File: config.mk
export PLATFORM = sky130hd
export DESIGN_NAME = serial2parallel_stream
export DESIGN_NICKNAME = d
export VERILOG_FILES = /design/src/rtl/serial2parallel_stream.sv
export SDC_FILE = /design/constraint.sdc
export NUM_CORES = 1
export LEC_CHECK = 0
export ABC_AREA = 1
export CORE_AREA = 5 5 45 57
export DETAILED_ROUTE_END_ITERATION = 7
export DIE_AREA = 0 0 50 62
export GPL_TIMING_DRIVEN = 0
export PLACE_DENSITY = 0.78
export SYNTH_ARGS = -nofsm -noshare
export SYNTH_HDL_FRONTEND = slang
export SYNTH_SLANG_ARGS = --single-unit
File: constraint.sdc
create_clock -name clk -period 2.6 [get_ports clk]
set_input_delay 0.78 -clock clk [delete_from_list [all_inputs] [get_ports clk]]
set_output_delay 0.78 -clock clk [all_outputs]
set_load 0.01 [all_outputs]
File: src/rtl/serial2parallel_stream.sv
// Serial-to-parallel deserializer: assembles framed, qualified serial bits into
// DATA_W-bit words (LSB- or MSB-first) and presents them through a valid/ready
// output register that reports words dropped while it is full.
module serial2parallel_stream #(
    parameter int DATA_W    = 8,
    parameter bit MSB_FIRST = 1'b0
) (
    input  logic              clk,
    input  logic              rst,
    input  logic              serial_start,
    input  logic              serial_in,
    input  logic              serial_valid,
    input  logic              abort,
    output logic [DATA_W-1:0] m_data,
    output logic              m_valid,
    input  logic              m_ready,
    output logic              conversion_end,
    output logic              overflow,
    output logic              frame_restart,
    output logic              busy
);

    localparam int CNT_W = (DATA_W > 2) ? $clog2(DATA_W) : 1;
    localparam logic [CNT_W-1:0] LAST_BIT = CNT_W'(DATA_W - 1);

    typedef enum logic {
        IDLE,
        SHIFT
    } state_t;

    state_t            state;
    state_t            state_next;
    logic [CNT_W-1:0]  bit_cnt;
    logic [CNT_W-1:0]  bit_cnt_next;
    logic [DATA_W-1:0] shift_reg;
    logic [DATA_W-1:0] shift_next;
    logic [DATA_W-1:0] shifted_word;
    logic [DATA_W-1:0] first_word;
    logic              word_done;
    logic              restart;
    logic              out_free;
    logic              load_word;

    // Shift register with the current bit inserted, and a fresh register holding only the current bit
    always_comb begin
        shifted_word = '0;
        first_word   = '0;
        if (MSB_FIRST) begin
            shifted_word = {shift_reg[DATA_W-2:0], serial_in};
            first_word   = {{(DATA_W-1){1'b0}}, serial_in};
        end else begin
            shifted_word = {serial_in, shift_reg[DATA_W-1:1]};
            first_word   = {serial_in, {(DATA_W-1){1'b0}}};
        end
    end

    // Next-state logic: frame start, bit capture, restart, completion and abort
    always_comb begin
        state_next   = state;
        bit_cnt_next = bit_cnt;
        shift_next   = shift_reg;
        word_done    = 1'b0;
        restart      = 1'b0;
        if (abort) begin
            state_next   = IDLE;
            bit_cnt_next = '0;
            shift_next   = '0;
        end else begin
            case (state)
                IDLE: begin
                    if (serial_valid && serial_start) begin
                        shift_next   = first_word;
                        bit_cnt_next = CNT_W'(1);
                        state_next   = SHIFT;
                    end
                end
                SHIFT: begin
                    if (serial_valid) begin
                        if (serial_start) begin
                            restart      = 1'b1;
                            shift_next   = first_word;
                            bit_cnt_next = CNT_W'(1);
                        end else if (bit_cnt == LAST_BIT) begin
                            word_done    = 1'b1;
                            shift_next   = '0;
                            bit_cnt_next = '0;
                            state_next   = IDLE;
                        end else begin
                            shift_next   = shifted_word;
                            bit_cnt_next = bit_cnt + CNT_W'(1);
                        end
                    end
                end
                default: begin
                    state_next   = IDLE;
                    bit_cnt_next = '0;
                    shift_next   = '0;
                end
            endcase
        end
    end

    // State, bit counter and shift register
    always_ff @(posedge clk) begin
        if (rst) begin
            state     <= IDLE;
            bit_cnt   <= '0;
            shift_reg <= '0;
        end else begin
            state     <= state_next;
            bit_cnt   <= bit_cnt_next;
            shift_reg <= shift_next;
        end
    end

    // The output register can take a new word if empty or being drained this cycle
    assign out_free  = !m_valid || m_ready;
    assign load_word = word_done && out_free;

    // Output register, handshake and one-cycle status pulses
    always_ff @(posedge clk) begin
        if (rst) begin
            m_data         <= '0;
            m_valid        <= 1'b0;
            conversion_end <= 1'b0;
            overflow       <= 1'b0;
            frame_restart  <= 1'b0;
        end else begin
            if (load_word) begin
                m_data  <= shifted_word;
                m_valid <= 1'b1;
            end else if (m_ready) begin
                m_valid <= 1'b0;
            end
            conversion_end <= load_word;
            overflow       <= word_done && !out_free;
            frame_restart  <= restart;
        end
    end

    assign busy = (state == SHIFT);

endmodule

==> impl_metrics.json <==
{
  "outcome": "completed",
  "path_clk_slew_ns": 0.13,
  "synth.largest_area_cell": "dfxtp_1",
  "setup_ws_ns": 0.479,
  "die_area_um2": 3100,
  "worstPathRequired_ns": 1.82,
  "io_pins": 20,
  "critPathKind": "register to output pin",
  "dr.pass1.iters": 4,
  "finalWirelength_um": 1860,
  "tns_ns": 0,
  "postCtsSetupRepairBufs": 0,
  "report.final.slew_viol_count": 0,
  "slowest_delay_ns": 0.58,
  "rsz0062_at_grt": "false",
  "critPathCaptureType": "output pin",
  "max-vdd-ir-drop_mv": 0.351,
  "finalInstanceArea_um2": 1230,
  "critical_path.top_delay_family": "buffers and inverters",
  "drtIter0Drc": 9,
  "drive_above_1_share_pct": 10.2,
  "areaGrowthSynthToFinish_pct": 24.7,
  "drc": 0,
  "grt_pass1_wl_um": 3190,
  "place_ws_ns": 0.488,
  "die_w_um": 50,
  "start_util_pct": 50.8,
  "grt_overflow_total": 0,
  "ys_top_cells_by_area": "dfxtp_1 (47%), nand2_1 (9.2%), a21oi_1 (7.6%)",
  "worst-path-buf-inv": 1,
  "p_leak_nw": 0.471,
  "core_area_um2": 1940,
  "cts_resized": 0,
  "root_buffer": "clkbuf_4",
  "syn_inst": 124,
  "clk_path_buf_depth": 2,
  "path_cells": "clkdlybuf4s50_1",
  "grt_pass1_vias": 795,
  "clock.fmax_mhz": 471,
  "antenna_found_initial": 0,
  "htree_levels": 1,
  "drv_cap": 0,
  "synth.distinct_cells": 20,
  "gp_congestion": 0.798,
  "slew_headroom_pct": 81.2,
  "power_density_nw_per_um2": 452,
  "synthTopCellsByCount": "nand2_1 (24), dfxtp_1 (23), a21oi_1 (15), nand3_1 (15), inv_1 (13)",
  "nets": 157,
  "power.total_mw": 0.555,
  "ctsHoldBuffers": 0,
  "synthMostInstantiatedCell": "nand2_1",
  "path_max_fanout": 4,
  "port_buffers": 19,
  "crit_slowest_cell": "clkdlybuf4s50_1",
  "cts_buffers": 3,
  "arrival_ns": 1.34,
  "worst_hold_path_type": "register to register",
  "cts_tree": "yes",
  "clk_latency_ns": 0.31,
  "routedWlPerCell_um": 11.1,
  "syn-num-nets": 133,
  "diodes": 0,
  "hpwl_um": 1440,
  "placed_area_um2": 1200,
  "setup-violations-final": 0,
  "largest_reg_flops": 8,
  "avgSynthCellArea_um2": 7.93,
  "synthFlopType": "dfxtp_1",
  "seq_area_frac_synth_pct": 46.8,
  "synth_top_area_share_pct": 46.8,
  "grt_usage_pct": 13.2,
  "min_period_over_period_pct": 81.6,
  "vias_per_cell": 5.05,
  "async_flop_share_pct": 0,
  "clock_skew_ns": 0.00600,
  "tightest_slew_ns": 0.281,
  "synth-warning-count": 0,
  "rows": 18,
  "synth_edf_count": 0,
  "period_minus_slack_ns": 2.12,
  "die_height_um": 62,
  "hold_violations": 0,
  "syn_area_um2": 983,
  "cts_sinks": 23,
  "ys_seq_elements": 23,
  "vias": 844,
  "grt_max_degree": 14,
  "cp-start-kind": "register",
  "antenna_left": 0
}
==> kinds of logic after synthesis <==
group                      share of synthesized area [%]
AOI/OAI and AO/OA                                   12.3
adders and majority gates                           2.54
buffers and inverters                               9.67
DFF                                                 46.8
and+or+nand+nor                                     28.6
==> worst paths after layout <==
check	startpoint	end	slack [ns]	cells past startpoint
max	busy	busy	0.48	1
min	shift_reg[1]	shift_reg[1]	0.48	2
max reg2reg	bit_cnt[0]	m_data[7]	1.10	8
min reg2reg	shift_reg[1]	shift_reg[1]	0.48	2
==> layout by cell type (no fill, tap or decap), drive strengths merged <==
cell type / netlist / final
a21oi: 17 / 17
a31oi: 1 / 1
buf: 2 / 2
clkbuf: 0 / 3
clkdlybuf4s50: 0 / 19
clkinv: 2 / 3
dfxtp: 23 / 23
ha: 2 / 2
inv: 15 / 15
nand2: 26 / 26
nand3: 16 / 16
nor2: 14 / 14
nor3: 2 / 2
o21a: 1 / 1
o21ai: 3 / 3
==> cell type report <==
class	count	area (um2)
timing repair buffer	19	190
fill	169	711
clock inverter	1	5.00
sequential	23	460
multi-input combinational	82	428
tap	20	25.0
clock buffer	3	22.5
inverter	17	63.8
buffer	2	31.3
==> where the power goes <==
group	switching [mW]	leakage, nW	total (mW)	internal (mW)
combinational	0.0206	0.268	0.0355	0.0149
sequential	0.00201	0.185	0.356	0.354
clock	0.106	0.0177	0.163	0.0574
==> layer usage <==
layer	part of all wire (%)	global-route usage, %	vias up
li1	-	-	449
met1	41	14.1	380
met2	54	24.1	13
met3	3.9	2.63	2
met4	0.97	7.87	0
met5	0	0	-
==> through the flow <==
step	util (%)	hold slack, ns	instances
floorplan	-	0.443	124
global placement	61.9	0.454	163
detailed placement	61.9	0.460	163
CTS	63.3	0.479	167
global route	63.3	0.509	167
finish	63.3	0.479	167
No activity file was read; power rests on OpenSTA's default activity.
